--- src/rtl/spart_pkg.sv ---
// spart_pkg
// Shared definitions for the SPART processor-bus controller:
//   - register map addresses seen on ioaddr
//   - bit positions inside the status byte
//   - default baud divisor (50 MHz clock, 19200 baud, 16x oversample)
//   - baud generator FSM state type
//   - helper that packs the status byte
package spart_pkg;

    localparam logic [1:0] ADDR_DATA   = 2'b00;
    localparam logic [1:0] ADDR_STATUS = 2'b01;
    localparam logic [1:0] ADDR_DBLO   = 2'b10;
    localparam logic [1:0] ADDR_DBHI   = 2'b11;

    localparam int STAT_RDA = 0;
    localparam int STAT_TBR = 1;

    localparam logic [15:0] DIV_RESET_DEFAULT = 16'd162;

    typedef enum logic [1:0] {
        BAUD_HALT  = 2'd0,
        BAUD_LOAD  = 2'd1,
        BAUD_COUNT = 2'd2
    } baud_state_t;

    function automatic logic [7:0] status_byte(input logic tbr, input logic rda);
        logic [7:0] s;
        s           = 8'h00;
        s[STAT_TBR] = tbr;
        s[STAT_RDA] = rda;
        return s;
    endfunction

endpackage

--- src/rtl/spart_baud_gen.sv ---
// spart_baud_gen
// Divisor-driven 16x oversample tick generator.
//   clk      in   system clock
//   rst      in   asynchronous active-high reset (FSM restarts in LOAD)
//   divisor  in   active 16-bit divisor (owned by the bus controller)
//   div_wr   in   one-cycle pulse: a new divisor is being made active
//   div_new  in   the divisor value written alongside div_wr
//   baud_en  out  registered one-cycle tick, period = divisor cycles
module spart_baud_gen
    import spart_pkg::*;
(
    input  logic        clk,
    input  logic        rst,
    input  logic [15:0] divisor,
    input  logic        div_wr,
    input  logic [15:0] div_new,
    output logic        baud_en
);

    baud_state_t state, state_nxt;
    logic [15:0] cnt, cnt_nxt;
    logic        baud_nxt;

    always_ff @(posedge clk or posedge rst) begin
        if (rst) begin
            state   <= BAUD_LOAD;
            cnt     <= 16'd0;
            baud_en <= 1'b0;
        end else begin
            state   <= state_nxt;
            cnt     <= cnt_nxt;
            baud_en <= baud_nxt;
        end
    end

    always_comb begin
        state_nxt = state;
        cnt_nxt   = cnt;
        baud_nxt  = 1'b0;
        case (state)
            BAUD_HALT: begin
                cnt_nxt = 16'd0;
            end
            BAUD_LOAD: begin
                if (divisor == 16'd0) begin
                    state_nxt = BAUD_HALT;
                end else begin
                    cnt_nxt   = divisor - 16'd1;
                    state_nxt = BAUD_COUNT;
                end
            end
            BAUD_COUNT: begin
                // Reload at zero instead of wrapping; a divisor of 1
                // therefore keeps the counter at 0 and ticks every cycle.
                if (cnt == 16'd0) begin
                    baud_nxt = 1'b1;
                    cnt_nxt  = divisor - 16'd1;
                end else begin
                    cnt_nxt = cnt - 16'd1;
                end
            end
            default: begin
                state_nxt = BAUD_LOAD;
            end
        endcase
        // A divisor write overrides the sequencing but not a tick already
        // due this cycle, so no baud_en pulse is ever swallowed.
        if (div_wr) begin
            state_nxt = (div_new == 16'd0) ? BAUD_HALT : BAUD_LOAD;
        end
    end

endmodule

--- src/rtl/spart_bus_ctrl.sv ---
// spart_bus_ctrl
// Processor-bus side of the SPART: register decode, one-shot strobes to the
// receiver/transmitter, divisor shadow/active registers and the baud
// generator instance.
//   clk, rst            clock, asynchronous active-high reset
//   iocs, iorw, ioaddr  bus chip select, 1=read/0=write, register select
//   databus_in          write data from the processor
//   databus_out         registered read data (holds between reads)
//   rda, tbr, rx_data   receiver/transmitter status and received byte
//   rx_read, tx_write   one-cycle strobes to receiver / transmitter
//   tx_data             registered byte to transmit
//   baud_en             16x oversample tick
// Build option: define SPART_DIVREAD_EN to make the divisor bytes readable
// at addresses 10/11; otherwise those reads return 8'h00.
module spart_bus_ctrl
    import spart_pkg::*;
#(
    parameter logic [15:0] DIV_RESET = DIV_RESET_DEFAULT
) (
    input  logic       clk,
    input  logic       rst,
    input  logic       iocs,
    input  logic       iorw,
    input  logic [1:0] ioaddr,
    input  logic [7:0] databus_in,
    output logic [7:0] databus_out,
    input  logic       rda,
    input  logic       tbr,
    input  logic [7:0] rx_data,
    output logic       rx_read,
    output logic       tx_write,
    output logic [7:0] tx_data,
    output logic       baud_en
);

    logic        iocs_p1;
    logic        acc_start;
    logic        rd_start;
    logic        wr_start;
    logic [7:0]  div_lo;
    logic [15:0] divisor;
    logic        div_wr;
    logic [15:0] div_new;
    logic [7:0]  rd_mux;

    // Access detect: rising edge of iocs against its registered copy.
    assign acc_start = iocs & ~iocs_p1;
    assign rd_start  = acc_start &  iorw;
    assign wr_start  = acc_start & ~iorw;

    assign div_wr  = wr_start && (ioaddr == ADDR_DBHI);
    assign div_new = {databus_in, div_lo};

    always_comb begin
        rd_mux = 8'h00;
        case (ioaddr)
            ADDR_DATA:   rd_mux = rx_data;
            ADDR_STATUS: rd_mux = status_byte(tbr, rda);
`ifdef SPART_DIVREAD_EN
            ADDR_DBLO:   rd_mux = divisor[7:0];
            ADDR_DBHI:   rd_mux = divisor[15:8];
`endif
            default:     rd_mux = 8'h00;
        endcase
    end

    // Stage p1: strobes, read data and register updates launched from the
    // access-start cycle.
    always_ff @(posedge clk or posedge rst) begin
        if (rst) begin
            // iocs_p1 resets high so an access still held across reset
            // release is not seen as a new rising edge.
            iocs_p1     <= 1'b1;
            rx_read     <= 1'b0;
            tx_write    <= 1'b0;
            databus_out <= 8'h00;
            tx_data     <= 8'h00;
            div_lo      <= DIV_RESET[7:0];
            divisor     <= DIV_RESET;
        end else begin
            iocs_p1  <= iocs;
            rx_read  <= rd_start && (ioaddr == ADDR_DATA);
            tx_write <= wr_start && (ioaddr == ADDR_DATA);
            if (rd_start) begin
                databus_out <= rd_mux;
            end
            if (wr_start && (ioaddr == ADDR_DATA)) begin
                tx_data <= databus_in;
            end
            if (wr_start && (ioaddr == ADDR_DBLO)) begin
                div_lo <= databus_in;
            end
            if (div_wr) begin
                divisor <= div_new;
            end
        end
    end

    spart_baud_gen u_baud_gen (
        .clk     (clk),
        .rst     (rst),
        .divisor (divisor),
        .div_wr  (div_wr),
        .div_new (div_new),
        .baud_en (baud_en)
    );

endmodule

--- config.mk ---
export PLATFORM = sky130hd
export DESIGN_NAME = spart_bus_ctrl
export DESIGN_NICKNAME = d
export VERILOG_FILES = /design/src/rtl/spart_pkg.sv /design/src/rtl/spart_baud_gen.sv /design/src/rtl/spart_bus_ctrl.sv
export SDC_FILE = /design/constraint.sdc
export NUM_CORES = 1
export LEC_CHECK = 0
export CAP_MARGIN = 20
export CORE_MARGIN = 3
export CORE_UTILIZATION = 55
export CTS_CLUSTER_DIAMETER = 80
export DETAILED_ROUTE_END_ITERATION = 10
export GPL_ROUTABILITY_DRIVEN = 0
export HOLD_SLACK_MARGIN = 0.03
export MAX_ROUTING_LAYER = met4
export PLACE_DENSITY_LB_ADDON = 0.12
export SYNTH_ARGS = -nofsm -noshare
export SYNTH_HDL_FRONTEND = slang
export SYNTH_SLANG_ARGS = --single-unit
export TNS_END_PERCENT = 1
--- constraint.sdc ---
create_clock -name clk -period 2.7 [get_ports clk]
set_clock_uncertainty 0.1 [all_clocks]
set_input_delay 0.54 -clock clk [delete_from_list [all_inputs] [get_ports clk]]
set_output_delay 0.54 -clock clk [all_outputs]
set_load 0.03 [all_outputs]
==> results.json, run 1 <==
{
  "syn_avg_cell_area_sq_um": 10.57,
  "synth.distinct_cells": 50,
  "max_freq_mhz": 420.6,
  "finalWirelength_microns": 7422,
  "slew_viol_final": 0,
  "ys_ff_latch": 62,
  "ioPinCount": 43,
  "netlist.area_leader.share": 0.4249,
  "dr_total_vias": 2553,
  "grt_usage": 0.2493,
  "first_iter_violations": 174,
  "initial_core_util": 0.5741,
  "grt_pass1_vias": 2580,
  "arrival_ns": 2.51,
  "period_minus_slack_ns": 2.378,
  "p_sw_frac": 0.3888,
  "syn-num-nets": 332,
  "yosysTopAreaCell": "dfrtp_1",
  "synth-edff-count": 0,
  "critPathSlowestCell": "or4_4",
  "wl_per_cell_microns": 17.06,
  "ant_nets": 0,
  "syn_inst": 301,
  "layout.cells.non_filler": 435,
  "finalCritPeriodShare": 0.8806,
  "coreArea_sq_mm": 0.005540,
  "ys_seq_area_frac": 0.4910,
  "critPathMaxFanout": 6,
  "die_x_microns": 82.05,
  "power_density_mw_per_mm2": 1044,
  "final_nets": 389,
  "numPortBuffers": 42,
  "place_area_sq_mm": 0.003759,
  "cp_common_cell": "or4_4",
  "async_flop_share": 1.000,
  "design.die.area_sq_mm": 0.006731,
  "clk_path_buf_depth": 2,
  "cp_data_required_time_ns": 2.83,
  "root_buffer": "clkbuf_8",
  "ys_top_cells_by_area": "dfrtp_1 42%, mux2_2 8.5%, dfstp_2 6.6%",
  "rows": 27,
  "hold_viol": 0,
  "slew_headroom": 0.5663,
  "die_y_microns": 82.05,
  "clockPowerShare": 0.240,
  "overflow": 0,
  "path_clk_slew_ns": 0.07,
  "cts.sinks": 62,
  "final_common_cell": "dfrtp_1",
  "area_growth_pct": 25.89,
  "cts_resized": 0,
  "cts_buffers": 9,
  "p_int_mw": 2.555,
  "fin_tns_setup_ns": 0,
  "final_util": 0.7227,
  "pwr-share-seq": 0.334,
  "rsz0062_at_grt": "no",
  "worst_hold_path_type": "flip-flop to flip-flop",
  "cp-end-kind": "flip-flop",
  "syn_area_sq_mm": 0.003181,
  "cts_tree": "built",
  "cts_max_level": 3,
  "clkLatencyLatePin_ns": 0.35,
  "post_cts_buffers": 0,
  "max_slew.worst_pin.slew_ns": 0.6475,
  "startpoint_type": "flip-flop",
  "grt_max_degree": 63,
  "grt_pass1_wl_microns": 12310,
  "antenna_cells": 0,
  "placed_cells": 419,
  "synth_ff_type": "dfrtp_1",
  "dp_hpwl_microns": 5333,
  "setup_viol": 0,
  "drc": 0,
  "switchingPower_mw": 1.626,
  "drv_cap": 0,
  "drive_gt1_frac": 0.1901,
  "crit_chain": "or4_4 > or4_4 > o21ai_4 > o32ai_1 > a22o_1",
  "max-vdd-ir-drop_mv": 0.7233,
  "slowest_delay_ns": 0.60,
  "grt_antenna_before_repair": 0,
  "power_frac_comb": 0.425,
  "run_status": "finished, final reports clean",
  "p_leak_nw": 1.728,
  "first_pass_iters": 5,
  "hold_ws_ns": 0.3828,
  "viasPerCell": 5.869,
  "stdcell_area_sq_mm": 0.004004,
  "final_cell_mix": "54 x dfrtp_1, 42 x clkdlybuf4s50_1, 35 x nand2_1, 24 x mux2_2, 15 x nor2_1",
  "r2r_slack_ns": 0.32,
  "critPathKind": "flip-flop to flip-flop",
  "synth_warnings": 0,
  "cts_hold_buffers": 0
}
synth_stat cells, types with 3 or more instances:
| library cell | n |
|---|---|
| nand4_1 | 4 |
| nand3_1 | 8 |
| mux2_2 | 24 |
| dfstp_2 | 8 |
| a21oi_1 | 3 |
| o21ai_1 | 3 |
| inv_1 | 10 |
| nor2_1 | 15 |
| nor3_1 | 12 |
| xor2_1 | 8 |
| o22ai_1 | 4 |
| a22o_1 | 13 |
| clkbuf_1 | 6 |
| nor4_1 | 10 |
| a211oi_1 | 5 |
| or4_1 | 3 |
| or3_1 | 5 |
| xnor2_1 | 5 |
| o211ai_1 | 8 |
| nand3b_1 | 3 |
| o21ai_0 | 14 |
| dfrtp_1 | 54 |
| ha_1 | 7 |
| nand2_1 | 35 |
power groups by stage:
stage                     Sequential, mW  Clock (mW)  Combinational, mW
after detailed placement            1.41           0               1.76
after CTS                           1.39        1.02               1.77
final                               1.40        1.00               1.78
after global routing                1.43        1.06               1.95
after floorplan                     1.42           0               1.21
after global placement              1.39           0               1.73
routing by layer:
layer  GRT usage  vias up  routed length (microns)
li1            -     1235                        -
met1      0.3062     1220                     3165
met2      0.4079       84                     3769
met3     0.05482       14                      362
met4     0.08472        0                      125
met5           -        -                        0
registers in the layout, summed over array words and instances, names as in the netlist:
signal              cells
databus_out             8
div_lo                  8
divisor                16
iocs_p1                 1
rx_read                 1
tx_data                 8
tx_write                1
u_baud_gen.baud_en      1
u_baud_gen.cnt         16
u_baud_gen.state        2
cells by family (layout without fill, tap and decap cells):
kind of cell,Yosys count,in the layout,share of synthesized area
AO/OA/AOI/OAI,63,63,0.1424
flip-flops,62,62,0.4910
multiplexers,26,26,0.09127
adder cells (fa/ha/maj),7,7,0.02754
AND/OR/NAND/NOR,112,112,0.1904
XOR/XNOR,13,13,0.03580
buffers and inverters,18,80,0.02163
per-stage QoR:
stage	setup slack, ns	total power [mW]
2_1_floorplan	0.4356	2.628
3_3_place_gp	0.3883	3.123
3_5_place_dp	0.3370	3.164
4_1_cts	0.3278	4.180
5_1_grt	0.2227	4.437
6_report	0.3225	4.180
final cells by class:
type	instances	area (sq um)
multi-input combinational	221	1550
tap	72	90.09
inverter	11	41.29
timing repair buffer	53	515.5
clock inverter	7	121.4
fill	415	1536
sequential	62	1562
clock buffer	9	123.9
worst max-delay path, delay by kind of cell (launching register included):
| family | cells | cell delay (ns) |
|---|---|---|
| AO/OA/AOI/OAI | 3 | 0.60 |
| AND/OR/NAND/NOR | 2 | 1.14 |
| flip-flops | 1 | 0.42 |
final timing paths:
| kind | from | endpoint | depth (start not counted) |
|---|---|---|---|
| worst min-delay path | tx_data[5] | tx_data[5] | 2 |
| max in group asynchronous | rst | div_lo[5] | 3 |
| worst min register to register | tx_data[5] | tx_data[5] | 2 |
| worst max-delay path | u_baud_gen.cnt[10] | u_baud_gen.cnt[4] | 5 |
| worst max register to register | u_baud_gen.cnt[10] | u_baud_gen.cnt[4] | 5 |
| min in group asynchronous | rst | u_baud_gen.cnt[4] | 3 |
(Power assumes the default switching activity.)
==> inputs of run 2 (changes only) <==
CORE_MARGIN = 10   (was 3)
==> run 2 against run 1 <==
Effect of this change:
- largest power group unchanged
- critical path depth unchanged
- clock power down 18%
- sequential share of layout area up 0.46 points
- via count up 0.31%
==> results.json, run 2 (synthesized netlist as in run 1, its figures left out) <==
{
  "p_leak_nw": 1.696,
  "cts.sinks": 62,
  "p_sw_frac": 0.4088,
  "slew_headroom": 0.6335,
  "multi_input_comb_area_sq_mm": 0.001550,
  "period_minus_slack_ns": 2.390,
  "clkLatencyLatePin_ns": 0.35,
  "clk_path_buf_depth": 2,
  "fin_tns_setup_ns": 0,
  "slew_viol_final": 0,
  "viasPerCell": 5.887,
  "cts_tree": "built",
  "rows": 27,
  "max-vdd-ir-drop_mv": 0.6690,
  "final_cell_mix": "54 x dfrtp_1, 42 x clkdlybuf4s50_1, 35 x nand2_1, 24 x mux2_2, 15 x nor2_1",
  "switchingPower_mw": 1.635,
  "arrival_ns": 2.53,
  "drv_cap": 0,
  "fillerInstances": 431,
  "wl_per_cell_microns": 17.54,
  "grt_usage": 0.1843,
  "p_int_mw": 2.364,
  "cts_resized": 0,
  "dp_hpwl_microns": 5645,
  "stdcell_area_sq_mm": 0.003958,
  "max_slew.worst_pin.slew_ns": 0.5472,
  "die_x_microns": 96.05,
  "max_freq_mhz": 418.3,
  "final_common_cell": "dfrtp_1",
  "grt_antenna_before_repair": 0,
  "dr_total_vias": 2561,
  "grt_pass1_wl_microns": 12920,
  "first_pass_iters": 4,
  "cp_data_required_time_ns": 2.84,
  "pwr-share-seq": 0.349,
  "regArea_sq_mm": 0.001562,
  "layout.cells.non_filler": 435,
  "hold_viol": 0,
  "antenna_cells": 0,
  "die_y_microns": 96.05,
  "cts_max_level": 3,
  "finalWirelength_microns": 7629,
  "final_nets": 389,
  "placed_cells": 419,
  "ioPinCount": 43,
  "worst_hold_path_type": "flip-flop to flip-flop",
  "power_density_mw_per_mm2": 1010,
  "grt_pass1_vias": 2627,
  "grt_max_degree": 41,
  "overflow": 0,
  "post_cts_buffers": 0,
  "first_iter_violations": 160,
  "place_area_sq_mm": 0.003759,
  "path_clk_slew_ns": 0.08,
  "cp-end-kind": "flip-flop",
  "run_status": "finished, final reports clean",
  "clockPowerShare": 0.205,
  "drc": 0,
  "drive_gt1_frac": 0.1901,
  "cts_buffers": 9,
  "area_growth_pct": 24.43,
  "numPortBuffers": 42,
  "reg_top3": "divisor: 16 flops, u_baud_gen.cnt: 16 flops",
  "critPathKind": "flip-flop to flip-flop",
  "root_buffer": "clkbuf_8",
  "initial_core_util": 0.5706,
  "finalCritPeriodShare": 0.8853,
  "startpoint_type": "flip-flop",
  "critPathMaxFanout": 6,
  "coreArea_sq_mm": 0.005574,
  "setup_viol": 0,
  "design.die.area_sq_mm": 0.009225,
  "power_frac_comb": 0.446,
  "cts_hold_buffers": 0,
  "ant_nets": 0,
  "rsz0062_at_grt": "no"
}
-- run 2: final timing paths --
path,start,end,slack [ns],depth (start not counted)
setup / recovery,u_baud_gen.cnt[10],u_baud_gen.cnt[2],0.31,5
hold / removal,tx_data[2],tx_data[2],0.38,2
setup reg to reg,u_baud_gen.cnt[10],u_baud_gen.cnt[2],0.31,5
hold reg to reg,tx_data[2],tx_data[2],0.38,2
max in group asynchronous,rst,divisor[5],1.40,3
min in group asynchronous,rst,u_baud_gen.cnt[4],0.45,2
-- run 2: stage by stage --
| step | worst slack, ns | hold slack (ns) | total power [mW] | utilization |
|---|---|---|---|---|
| after floorplan | 0.4356 | 0.3923 | 2.628 | - |
| after global placement | 0.3958 | 0.3565 | 3.122 | 0.6743 |
| after detailed placement | 0.3475 | 0.3622 | 3.163 | 0.6743 |
| after CTS | 0.3390 | 0.3814 | 3.996 | 0.7100 |
| after global routing | 0.2342 | 0.4016 | 4.263 | 0.7100 |
| final | 0.3096 | 0.3769 | 3.998 | 0.7100 |
-- run 2: critical path, cell delays in order, from the launching register on --
cell and delay (ns):
dfrtp_1 0.43, or4_4 0.60, or4_4 0.54, o21ai_4 0.22
o32ai_1 0.11, a22o_1 0.27
-- run 2: cell type report --
type / count / share of cell area
multi-input combinational: 221 / 0.3917
timing repair buffer: 53 / 0.1303
clock buffer: 9 / 0.03130
tap: 72 / 0.02276
sequential: 62 / 0.3946
clock inverter: 7 / 0.01897
inverter: 11 / 0.01043
-- run 2: power by group through the flow --
stage,registers (mW),clock network (mW),logic (mW)
2_1_floorplan,1.42,0,1.21
3_3_place_gp,1.39,0,1.73
3_5_place_dp,1.40,0,1.76
4_1_cts,1.39,0.835,1.77
5_1_grt,1.43,0.881,1.96
6_report,1.39,0.821,1.78
-- run 2: per-layer routing --
metal	part of all wire	track usage
met5	0	-
met4	0.015	0.07371
met3	0.047	0.05136
met2	0.50	0.2892
met1	0.44	0.2194
==> RTL edit, RTL diff (config.mk and constraints of run 2) <==
Add a define of `SPART_DIVREAD_EN`.
--- a/src/rtl/spart_bus_ctrl.sv
+++ b/src/rtl/spart_bus_ctrl.sv
@@ -12,6 +12,8 @@
 //   baud_en             16x oversample tick
 // Build option: define SPART_DIVREAD_EN to make the divisor bytes readable
 // at addresses 10/11; otherwise those reads return 8'h00.
+`define SPART_DIVREAD_EN
+
 module spart_bus_ctrl
     import spart_pkg::*;
 #(
Formal check against the unedited RTL: not equivalent (a bounded check fails within 4 cycles, from zero or initial values and one cycle with rst high).
==> RTL edit against run 2 <==
  * Sequential power grew 6%
  * Critical path depth grew 2
  * Design area grew 4.7%
  * Core utilization shrank 1.4 points
  * Critical endpoint is now u_baud_gen.cnt[3]
  * Clock power shrank 12%
  * Sequential cell count is the same
  * Largest power group unchanged
  * Area after synthesis grew 7.3%
  * Total power grew 3.0%
  * Worst setup slack lost 75 ps
  * Worst hold slack gained 2.0 ps
  * Routed wire length grew 13%
  * Sequential share of layout area shrank 1.8 points
==> RTL edit: results (changes against run 2) <==
run status -> finished, final reports clean
Non-CTS buffers -> 56 (+5.7%)
ranking of synthesized cells by area -> dfrtp_1, mux2_2, dfstp_2, nand2_1, o21ai_0
wl on met1 -> 3975 um (+19%)
layout net count -> 424 (+9.0%)
Max IR drop VDD -> 0.0005627 V (-16%)
leakage -> 1.761 nW (+3.8%)
Worst Hold Path EP -> tx_data[6]
Non-clock buffers, area share -> 12.98% (-0.042 points)
register area share after synthesis -> 45.76% (-3.3 points)
r2r setup slk -> 230 ps (-70 ps)
M3 GR Usage -> 4.330% (-0.81 points)
top post-synthesis cells by count -> dfrtp_1, nand2_1, mux2_2
largest net degree at the start of global routing -> 63 (+54%)
Signal inverters -> 12 (+1)
final std cells w/o fill -> 474 (+9.0%)
first-pass GRT wire length -> 14,070 um (+8.9%)
reg2reg end -> u_baud_gen.cnt[3]
grt met2 use -> 26.00% (-2.9 points)
slowest CP cell -> or3b_2
Worst Hold Launch -> tx_data[6]
met1 Use GR -> 24.09% (+2.1 points)
layout cell share with drive strength beyond 1 -> 19.30% (+0.29 points)
drt first pass iters -> 7 (+3)
Avg Cell Area, Syn -> 9.919 sq um (-6.1%)
Placed Instances -> 458 (+9.3%)
Critical Path Max Stage Delay -> 580 ps (-20 ps)
vias in the first global route -> 2,767 (+5.3%)
vias per inst -> 6.175 (+4.9%)
multi-input logic area -> 0.001732 sq mm (+12%)
Unique masters post-synth -> 56 (+12%)
comb_multi_in -> 253 (+14%)
[RTL edit: report_power, final]
part	total (mW)	internal [mW]	leakage (nW)	switching, mW
combinational	1.93	0.800	0.896	1.13
clock	0.721	0.333	0.0816	0.388
sequential	1.47	1.19	0.783	0.275
[RTL edit: per-stage QoR]
stage               hold WS (ps)  setup slack, ps
floorplan                  366.3            395.8
global placement           358.9            348.5
detailed placement         361.9            286.5
CTS                        381.2            270.2
global route               405.7            85.68
finish                     378.9            234.7
[RTL edit: cell families after synthesis]
| kind of cell | after synthesis | share of synthesized area [%] |
|---|---|---|
| adder cells (fa/ha/maj) | 6 | 2.200 |
| AND/OR/NAND/NOR | 135 | 20.90 |
| AO/OA/AOI/OAI | 64 | 12.32 |
| flip-flops | 62 | 45.76 |
| multiplexers | 36 | 12.25 |
| XOR/XNOR | 12 | 3.080 |
| buffers and inverters | 29 | 3.483 |
